### src/rtl/fwd_pkg.sv
// Shared types and constants for the forwarding scoreboard.
//   TNEW_W / REG_W : Tnew field and register-number widths
//   FWD_*          : forward select encoding (RF, E, M, W)
//   stage_t        : per-stage producer entry {valid, wr, dst, tnew}
//   is_match       : producer/consumer match, $0 never matches
package fwd_pkg;

  localparam int unsigned TNEW_W = 2;
  localparam int unsigned REG_W  = 5;
  localparam int unsigned SEL_W  = 2;

  localparam logic [SEL_W-1:0] FWD_RF = 2'd0;
  localparam logic [SEL_W-1:0] FWD_E  = 2'd1;
  localparam logic [SEL_W-1:0] FWD_M  = 2'd2;
  localparam logic [SEL_W-1:0] FWD_W  = 2'd3;

  typedef struct packed {
    logic              valid;
    logic              wr;
    logic [REG_W-1:0]  dst;
    logic [TNEW_W-1:0] tnew;
  } stage_t;

  function automatic logic is_match(input stage_t s, input logic [REG_W-1:0] src);
    return s.valid && s.wr && (s.dst == src) && (src != REG_W'(0));
  endfunction

endpackage

### src/rtl/fwd_pick.sv
// Combinational nearest-match forward selector for one consumer operand.
//   i_src        : consumer source register
//   i_e/i_m/i_w  : stage entries, nearest first (tie unused slots to zero)
//   o_sel        : FWD_RF/FWD_E/FWD_M/FWD_W
//   o_not_ready  : nearest producer still has tnew > 0
module fwd_pick
  import fwd_pkg::*;
(
  input  logic [REG_W-1:0] i_src,
  input  stage_t           i_e,
  input  stage_t           i_m,
  input  stage_t           i_w,
  output logic [SEL_W-1:0] o_sel,
  output logic             o_not_ready
);

  // Nearest matching stage decides; older stages are ignored once one matches.
  always_comb begin
    o_sel       = FWD_RF;
    o_not_ready = 1'b0;
    if (is_match(i_e, i_src)) begin
      if (i_e.tnew == TNEW_W'(0)) o_sel = FWD_E;
      else                        o_not_ready = 1'b1;
    end else if (is_match(i_m, i_src)) begin
      if (i_m.tnew == TNEW_W'(0)) o_sel = FWD_M;
      else                        o_not_ready = 1'b1;
    end else if (is_match(i_w, i_src)) begin
      if (i_w.tnew == TNEW_W'(0)) o_sel = FWD_W;
      else                        o_not_ready = 1'b1;
    end
  end

endmodule

### src/rtl/fwd_scoreboard.sv
// Producer scoreboard for the E/M/W stages of a 5-stage MIPS pipeline:
// tracks in-flight GPR writers, drives forward selects for D/E/M consumers
// and publishes the E/M producer view (dst, wr, Tnew) for the stall logic.
//   clk, rst_n           : clock, async active-low reset
//   stall, flush_e       : insert bubble into E this edge
//   d_wr/d_dst/d_tnew    : D-stage writer info; d_rs/d_rt D-stage sources
//   sel_*                : forward selects (0 RF, 1 E, 2 M, 3 W)
//   d_rs_busy/d_rt_busy  : nearest producer of D operand not ready
//   e_*/m_*              : per-stage producer view, zero for bubbles
//   hazard_err           : E or M consumer's nearest producer not ready
// Optional macro FWD_STATS_EN adds stall_cnt and fwd_cnt counters.
module fwd_scoreboard
  import fwd_pkg::*;
(
  input  logic              clk,
  input  logic              rst_n,
  input  logic              stall,
  input  logic              flush_e,
  input  logic              d_wr,
  input  logic [REG_W-1:0]  d_dst,
  input  logic [TNEW_W-1:0] d_tnew,
  input  logic [REG_W-1:0]  d_rs,
  input  logic [REG_W-1:0]  d_rt,
  output logic [SEL_W-1:0]  sel_d_rs,
  output logic [SEL_W-1:0]  sel_d_rt,
  output logic [SEL_W-1:0]  sel_e_rs,
  output logic [SEL_W-1:0]  sel_e_rt,
  output logic [SEL_W-1:0]  sel_m_rt,
  output logic              d_rs_busy,
  output logic              d_rt_busy,
  output logic              e_wr,
  output logic [REG_W-1:0]  e_dst,
  output logic [TNEW_W-1:0] e_tnew,
  output logic              m_wr,
  output logic [REG_W-1:0]  m_dst,
  output logic [TNEW_W-1:0] m_tnew,
  output logic              hazard_err
`ifdef FWD_STATS_EN
  ,
  output logic [31:0]       stall_cnt,
  output logic [31:0]       fwd_cnt
`endif
);

  stage_t           r_e, r_m, r_w;
  logic [REG_W-1:0] r_e_rs, r_e_rt, r_m_rt;

  logic w_e_rs_nr, w_e_rt_nr, w_m_rt_nr;
  stage_t w_none;

  assign w_none = stage_t'('0);

  // Pipeline advance: M and W always move, E takes D unless bubbled.
  always_ff @(posedge clk or negedge rst_n) begin
    if (!rst_n) begin
      r_e    <= stage_t'('0);
      r_m    <= stage_t'('0);
      r_w    <= stage_t'('0);
      r_e_rs <= REG_W'(0);
      r_e_rt <= REG_W'(0);
      r_m_rt <= REG_W'(0);
    end else begin
      r_w      <= r_m;
      r_w.tnew <= TNEW_W'(0);
      r_m      <= r_e;
      r_m.tnew <= (r_e.tnew == TNEW_W'(0)) ? TNEW_W'(0) : TNEW_W'(r_e.tnew - TNEW_W'(1));
      r_m_rt   <= r_e_rt;
      if (stall || flush_e) begin
        r_e    <= stage_t'('0);
        r_e_rs <= REG_W'(0);
        r_e_rt <= REG_W'(0);
      end else begin
        r_e    <= '{valid: 1'b1, wr: d_wr, dst: d_dst, tnew: d_tnew};
        r_e_rs <= d_rs;
        r_e_rt <= d_rt;
      end
    end
  end

  fwd_pick u_pick_d_rs (.i_src(d_rs),   .i_e(r_e),    .i_m(r_m),    .i_w(r_w),
                        .o_sel(sel_d_rs), .o_not_ready(d_rs_busy));
  fwd_pick u_pick_d_rt (.i_src(d_rt),   .i_e(r_e),    .i_m(r_m),    .i_w(r_w),
                        .o_sel(sel_d_rt), .o_not_ready(d_rt_busy));
  fwd_pick u_pick_e_rs (.i_src(r_e_rs), .i_e(w_none), .i_m(r_m),    .i_w(r_w),
                        .o_sel(sel_e_rs), .o_not_ready(w_e_rs_nr));
  fwd_pick u_pick_e_rt (.i_src(r_e_rt), .i_e(w_none), .i_m(r_m),    .i_w(r_w),
                        .o_sel(sel_e_rt), .o_not_ready(w_e_rt_nr));
  fwd_pick u_pick_m_rt (.i_src(r_m_rt), .i_e(w_none), .i_m(w_none), .i_w(r_w),
                        .o_sel(sel_m_rt), .o_not_ready(w_m_rt_nr));

  assign hazard_err = w_e_rs_nr | w_e_rt_nr | w_m_rt_nr;

  // Producer view, gated so bubbles always read as zero.
  assign e_wr   = r_e.valid & r_e.wr;
  assign e_dst  = r_e.valid ? r_e.dst  : REG_W'(0);
  assign e_tnew = r_e.valid ? r_e.tnew : TNEW_W'(0);
  assign m_wr   = r_m.valid & r_m.wr;
  assign m_dst  = r_m.valid ? r_m.dst  : REG_W'(0);
  assign m_tnew = r_m.valid ? r_m.tnew : TNEW_W'(0);

`ifdef FWD_STATS_EN
  logic w_any_fwd;
  assign w_any_fwd = |{sel_d_rs, sel_d_rt, sel_e_rs, sel_e_rt, sel_m_rt};

  // Free-running event counters, wrap naturally at 2^32.
  always_ff @(posedge clk or negedge rst_n) begin
    if (!rst_n) begin
      stall_cnt <= 32'(0);
      fwd_cnt   <= 32'(0);
    end else begin
      if (stall)     stall_cnt <= stall_cnt + 32'(1);
      if (w_any_fwd) fwd_cnt   <= fwd_cnt + 32'(1);
    end
  end
`endif

endmodule

### config.mk
export PLATFORM = sky130hd
export DESIGN_NAME = fwd_scoreboard
export DESIGN_NICKNAME = d
export VERILOG_FILES = /design/src/rtl/fwd_pkg.sv /design/src/rtl/fwd_pick.sv /design/src/rtl/fwd_scoreboard.sv
export SDC_FILE = /design/constraint.sdc
export NUM_CORES = 1
export LEC_CHECK = 0
export ABC_AREA = 0
export CAP_MARGIN = 20
export CORE_ASPECT_RATIO = 0.6
export CORE_MARGIN = 8
export CORE_UTILIZATION = 38
export CTS_CLUSTER_SIZE = 24
export DETAILED_ROUTE_END_ITERATION = 12
export SYNTH_ARGS = -nofsm -noshare
export SYNTH_HDL_FRONTEND = slang
export SYNTH_HIERARCHICAL = 1
export SYNTH_SLANG_ARGS = --single-unit
### constraint.sdc
create_clock -name clk -period 3.1 [get_ports clk]
set_input_delay 0.93 -clock clk [delete_from_list [all_inputs] [get_ports clk]]
set_output_delay 0.93 -clock clk [all_outputs]
set_load 0.05 [all_outputs]
After elaboration in Yosys (flattened, before gate mapping) --
Cells that the tools add are included.
Operators by class: div/mod/pow operators 0, add/subtract/negate cells 1, shifts and indexed selects 0, $lt $le $gt $ge 0, reductions and logical operators 33, multipliers 0, bitwise gates (word level) 3, mux-type cells 29, eq/ne operators 11
Operators by type and width (number):
- equality test 5 bit | 11
- two-way mux 2 bit | 15
- logical AND 1 bit | 25
- nonzero test 5 bit | 5
- two-way mux 5 bit | 4
- two-way mux 1 bit | 9
- two-way mux 9 bit | 1
- logical NOT 2 bit | 2
- bitwise AND 1 bit | 2
- subtractor 2 x 1 -> 2 bit, second input constant | 1
- logical OR 1 bit | 1
- OR 1 bit | 1
Word-level totals: bits of input ports 22, latch bits 0, flip-flop bits (word level) 40, memories kept 0, ROM bits 0, RAM bits 0

Depth between registers and ports, before layout --
Gate-level depths: netlist of the first run.
depth in word-level cells 6, mapped depth 6

Cells and area by module --
Netlist of the first run, hierarchy kept.
By module, submodules not included:
- fwd_pick | instances 5, area each 282.8 um^2, seq. area each 0.0 um^2, cells each 37
- fwd_scoreboard | instances 1, area each 1361.3 um^2, seq. area each 1001.0 um^2, cells each 83

Worst setup path after synthesis of the first run --
Ideal clock, no wire load.
kind in2out, start in d_rs[0], end out sel_d_rs[0], path slack -618 ps, data arrival time 2788 ps, stages on the path 5, cell sequence xor2_1 -> nor4_4 -> nand3_1 -> or4b_1 -> mux2i_1
On the way: cells in the longest elaborated chain, start to end 6, elaborated cells on any way between the ends 13, classes of those cells 3 x eq/ne; 3 x mux; 7 x reduce/logical
RTL lines:
- start: declaration | RTL line fwd_scoreboard.sv:22 | input logic [REG_W-1:0] d_rs,
- equality test 5 bit | RTL line fwd_pkg.sv:25 | return s.valid && s.wr && (s.dst == src) && (src != REG_W'(0));
- logical AND 1 bit (2 in a row) | RTL line fwd_pkg.sv:25
- two-way mux 2 bit | RTL line fwd_pick.sv:27 | end else if (is_match(i_w, i_src)) begin
- two-way mux 2 bit | RTL line fwd_pick.sv:24 | end else if (is_match(i_m, i_src)) begin
- two-way mux 2 bit (*) | RTL line fwd_pick.sv:21 | if (is_match(i_e, i_src)) begin
- end: declaration | RTL line fwd_scoreboard.sv:24 | output logic [SEL_W-1:0] sel_d_rs,
Mark *: on every way between the ends. The rest lies on a longest branch, timed or not.

Worst setup path in the final report of the first run --
Ends and elaborated chain as after synthesis.

==> impl_metrics.toml, run 1 <==
[run_status]
outcome = "finished, violations left"
failed_checks = "setup timing"

[route]
drcViolationCount = 0
first_pass_iters = 4
drt-wirelength-per-cell_um = 16.74
via_count = 2588
wirelength_um = 8889
avgViaCountPerCell = 4.874
antenna_left = 0
first_iter_violations = 156

[floorplan]
start_util_pct = 38.67
die_area_um2 = 10380
die_w_um = 126.3
die_y_um = 82.20
row_count = 24
ioPinCount = 51
core_um2 = 7177

[setup_path]
reg2reg_to = "r_w[2]"
crit_type = "in -> out"
worstSetupEndpointType = "output pin"
cp.required_ns = 2.17
r2r_setup_slack_ns = 2.26
critPathCapture = "sel_d_rs[0]"
crit_path_start = "d_rs[0]"
reg2reg_depth = 2
path_max_fanout = 3
reg2reg_from = "r_m[2]"
cp_data_arrival_time_ns = 2.53
cp-start-kind = "input port"

[power]
p_leak_nw = 2.200
vdd_ir_drop_max_v = 0.0001946
p_per_area_nw_per_um2 = 303.2
power_mw = 1.437

[placed_design]
pre_cts_slack_ns = -0.7791
placed_cells = 506
io_buffers = 50
dpl_cell_area_um2 = 4066
hpwlAfterDp_um = 6522
routabilityCongestion = 0.8657

[global_routing]
grt_max_degree = 41
grt_overflow = 0
grt_pass1_vias = 2636
grt_pass1_wl_um = 14310
grt_antenna_before_repair = 0
grt_use_total_pct = 17.75

[cells_and_area]
nFillCells = 543
antenna_cells = 0
drive_gt1_share_pct = 39.09
area_growth_pct = 70.78
post-route-util_pct = 66.04
final_cells = 531
stdcell_area_um2 = 4740
nets = 461

[timing]
clock_skew_ns = 0.007346
tns_ns = -2.564
fin_ws_ns = -0.3609
hold_violations = 0
finalCriticalPeriod_ns = 3.461
setup_viol = 13
timing.fmax_ghz = 0.2889
slew_viol_final = 0
slew_headroom_pct = 39.31
fin_crit_sh_pct = 111.6
worst_slew_pin_slew_ns = 0.9103
rsz0062_at_grt = "true"
hold_ws_ns = 0.4834

[cts]
cts_max_level = 2
clkLatencyLatePin_ns = 0.29
cts_sinks = 40
clk_pin_slew_ns = 0.06
numCtsBuffers = 5
cts_tree = "built"
clockBufferDepth = 2
cts_root_buffer = "clkbuf_16"

[logic_synthesis]
syn-cell-area_um2 = 2775
avgSynthCellArea_um2 = 10.36
synthCells = 268
yosysWarnings = 6
ys_types = 28
synth_sequential_area_ratio_pct = 36.07
ys_ff_latch = 40

[hold_path]
min_path_type = "reg -> reg"

[run]
maxCapViolations = 0
-- flip-flops by register name, summed over array words and instances (netlist names) --
| name | flops |
|---|---|
| r_w | 7 |
| r_e_rt | 5 |
| r_m_rt | 5 |
| r_e_rs | 5 |
| r_e | 9 |
| r_m | 9 |
-- placed cells by master (no fill, tap or decap), types with 4 or more instances in the layout --
| cell | n |
|---|---|
| o22ai_1 | 5 |
| nor2_1 | 6 |
| and2_1 | 17 |
| dfrtp_1 | 32 |
| and3_1 | 9 |
| o211ai_1 | 5 |
| nand4_1 | 5 |
| buf_4 | 49 |
| nor4_4 | 5 |
| buf_12 | 12 |
| xnor2_1 | 9 |
| nor4_2 | 6 |
| buf_6 | 12 |
| xor2_1 | 33 |
| or2_2 | 5 |
| nand3_1 | 15 |
| or4b_4 | 5 |
| nor3b_1 | 9 |
| xor2_2 | 14 |
| a21boi_4 | 5 |
| o2111ai_1 | 5 |
| mux2i_4 | 5 |
| nand3_2 | 5 |
| conb_1 | 62 |
| a222oi_1 | 5 |
| clkdlybuf4s50_1 | 26 |
| inv_1 | 15 |
| dfrtp_2 | 8 |
| clkbuf_16 | 5 |
| nor3b_2 | 9 |
| nor4_1 | 4 |
| buf_8 | 5 |
-- timing repair --
action / CTS / global route
setup endpoints to repair: 13 / 13
resized for setup: 110 / 16
pin swaps: 29 / 5
hold buffers: 0 / 0
buffers inserted: 13 / 4
-- worst min-delay path by stage --
stage,endpoint,startpoint,depth (start not counted)
final,r_m[0],r_e[0],1
after global placement,r_m[7],r_e[7],0
after global routing,r_m[7],r_e[7],0
after CTS,r_m[7],r_e[7],0
after detailed placement,r_m[7],r_e[7],0
after floorplan,r_m[5],r_e[5],0
-- cell type report --
type                       count  area, um2  share of cell area [%]
timing repair buffer         107       1094                   23.07
sequential                    40       1011                   21.33
inverter                      15      56.30                   1.188
clock buffer                   6      138.9                   2.930
tap                           91      113.9                   2.402
multi-input combinational    270       2311                   48.76
clock inverter                 2      15.01                  0.3168
-- where the power goes --
part / switching [mW] / internal [mW]
logic: 0.164 / 0.158
registers: 0.0382 / 0.543
clock network: 0.214 / 0.320
total: 0.416 / 1.02
-- synth_stat cells, drive strengths merged --
| master | n | share of area [%] |
|---|---|---|
| o2111ai | 5 | 1.6 |
| or3 | 1 | 0.23 |
| nand4 | 5 | 1.1 |
| a21boi | 10 | 2.7 |
| nor4 | 15 | 6.1 |
| xor2 | 50 | 16 |
| o211ai | 5 | 1.4 |
| mux2 | 5 | 2.0 |
| or4b | 5 | 1.8 |
| nor2 | 6 | 0.81 |
| or2 | 5 | 1.1 |
| nand3 | 20 | 3.6 |
| xnor2 | 10 | 3.2 |
| a222oi | 5 | 1.8 |
| conb | 1 | 0.14 |
| o22ai | 5 | 1.1 |
| mux2i | 5 | 1.8 |
| nor3 | 5 | 0.90 |
| inv | 15 | 2.0 |
| and2 | 17 | 3.8 |
| and3 | 10 | 2.3 |
| dfrtp | 40 | 36 |
| nor2b | 1 | 0.23 |
| buf | 4 | 1.9 |
| nor3b | 18 | 6.5 |
-- logic make-up (layout without fill, tap and decap cells) --
family / after synthesis / after routing / share of synthesized area (%)
AOI/OAI and AO/OA: 30 / 30 / 8.566
xor gates and xnor gates: 60 / 60 / 18.94
muxes: 10 / 10 / 3.832
DFF: 40 / 40 / 36.07
buffers and inverters: 19 / 130 / 3.967
other: 1 / 62 / 0.1351
and+or+nand+nor: 108 / 108 / 28.49
-- worst max-delay path, cell delays in order --
cell     delay [ns]
buf_8          0.11
xor2_4         0.15
nor4_4         0.30
nand3_1        0.13
or4b_4         0.57
mux2i_4        0.18
buf_12         0.16
-- metal layers --
metal | wire [um] | global-route usage, % | up-vias
li1 | - | - | 1236
met1 | 4196 | 25.01 | 1252
met2 | 3907 | 26.35 | 96
met3 | 756 | 5.705 | 4
met4 | 28 | 3.218 | 0
met5 | 0 | 0 | -
No activity file was read; power rests on OpenSTA's default activity.
==> run 2, diff against run 1 <==
- PLACE_DENSITY: unset -> 0.65
==> impl_metrics.toml, run 2 (synthesis results as in run 1) <==
[power]
p_leak_nw = 2.222
vdd_ir_drop_max_v = 0.0003230
p_per_area_nw_per_um2 = 315.2

[setup_path]
cp_slowest_cell = "or4b_4"
cp.required_ns = 2.17
crit_family = "simple AND/OR/NAND/NOR gates"
critPathBufInv = 2
crit_chain = "buf_8 > xor2_4 > nor4_4 > nand3_1 > or4b_4 > a21boi_4 > buf_12"
cpPeakStageDelay_ns = 0.55
path_max_fanout = 3
cp_data_arrival_time_ns = 2.57
worstSetupEndpointType = "output pin"
crit_type = "in -> out"
cp-start-kind = "input port"

[cts]
numCtsBuffers = 5
clockBufferDepth = 2
cts_root_buffer = "clkbuf_16"
clkLatencyLatePin_ns = 0.28
cts_max_level = 2
clk_pin_slew_ns = 0.06
cts_tree = "built"
cts_hold_buffers = 0
cts_sinks = 40

[cells_and_area]
nets = 461
reg.largest.list = "r_e x9, r_m x9, r_w x7"
antenna_cells = 0
final_common_cell = "conb_1"
stdcell_area_um2 = 4758
layout_common_cells = "conb_1, buf_4, dfrtp_1, xor2_1, clkdlybuf4s50_1"
area_growth_pct = 71.46
nFillCells = 554
drive_gt1_share_pct = 37.95

[timing]
fin_crit_sh_pct = 112.8
hold_ws_ns = 0.4680
fin_ws_ns = -0.3964
slew_viol_final = 0
clock_skew_ns = 0.008320
hold_violations = 0
worst_slew_pin_slew_ns = 0.8836
rsz0062_at_grt = "true"
setup_viol = 13
timing.fmax_ghz = 0.2860
slew_headroom_pct = 41.09
finalCriticalPeriod_ns = 3.496

[floorplan]
die_area_um2 = 10380
ioPinCount = 51
start_util_pct = 38.67
die_w_um = 126.3
die_y_um = 82.20
core_um2 = 7177
row_count = 24

[placed_design]
pre_cts_slack_ns = -0.8329
dpl_cell_area_um2 = 4051
routabilityCongestion = 0.8936
io_buffers = 50
hpwlAfterDp_um = 6709

[global_routing]
grt_pass1_wl_um = 14510
grt_antenna_before_repair = 0
grt_overflow = 0
grt_max_degree = 41
grt_pass1_vias = 2743
grt_use_total_pct = 17.87

[run]
maxCapViolations = 0

[route]
first_iter_violations = 216
via_count = 2603
drcViolationCount = 0
avgViaCountPerCell = 4.902
wirelength_um = 9251
drt-wirelength-per-cell_um = 17.42
first_pass_iters = 4
antenna_left = 0

[run_status]
outcome = "finished, violations left"
failed_checks = "setup timing"

[hold_path]
min_path_type = "reg -> reg"
## run 2: worst paths after layout
check	startpoint	endpoint	slack [ns]	depth (start not counted)
worst max-delay path	d_rt[3]	sel_d_rt[1]	-0.40	7
worst min-delay path	r_e[7]	r_m[7]	0.47	0
worst max register to register	r_m[4]	r_w[4]	2.32	1
worst min register to register	r_e[7]	r_m[7]	0.47	0
max in group asynchronous	rst_n	r_w[4]	1.69	1
min in group asynchronous	rst_n	r_e[2]	0.76	1
## run 2: metrics by stage
| step | power [mW] | std cells | TNS, ns | util [%] |
|---|---|---|---|---|
| 3_3_place_gp | 0.8408 | 504 | -4.354 | 56.45 |
| 5_1_grt | 1.562 | 531 | -3.947 | 66.30 |
| 4_1_cts | 1.475 | 526 | -2.587 | 64.00 |
| 6_report | 1.500 | 531 | -3.115 | 66.30 |
| 3_5_place_dp | 0.8474 | 504 | -4.638 | 56.45 |
| 2_1_floorplan | 0.7330 | 329 | -0.1233 | - |
## run 2: layer usage
metal,global-route usage (%),vias up,wire length [um]
met3,5.385,8,763
met5,0,-,0
met1,24.47,1268,4222
li1,-,1239,-
met2,27.36,88,4212
met4,4.291,0,53
## run 2: final cells by class
cell class	instances	area (um2)	area share, %
clock buffers	5	125.1	2.630
clock inverters	3	46.29	0.9729
inverters	15	56.30	1.183
multi-input cells	270	2302	48.38
flip-flops and latches	40	1011	21.25
well taps	91	113.9	2.393
repair buffers	107	1104	23.19
## run 2: power breakdown
| part | total, mW | internal (mW) | switching, mW |
|---|---|---|---|
| registers | 0.585 | 0.543 | 0.0417 |
| clock network | 0.600 | 0.382 | 0.217 |
| logic | 0.315 | 0.153 | 0.162 |
## run 2: what timing repair did
| action | CTS | global route |
|---|---|---|
| setup endpoints to repair | 13 | 13 |
| resized for setup | 105 | 26 |
| setup buffers | 14 | 5 |
| pin swaps | 30 | 16 |
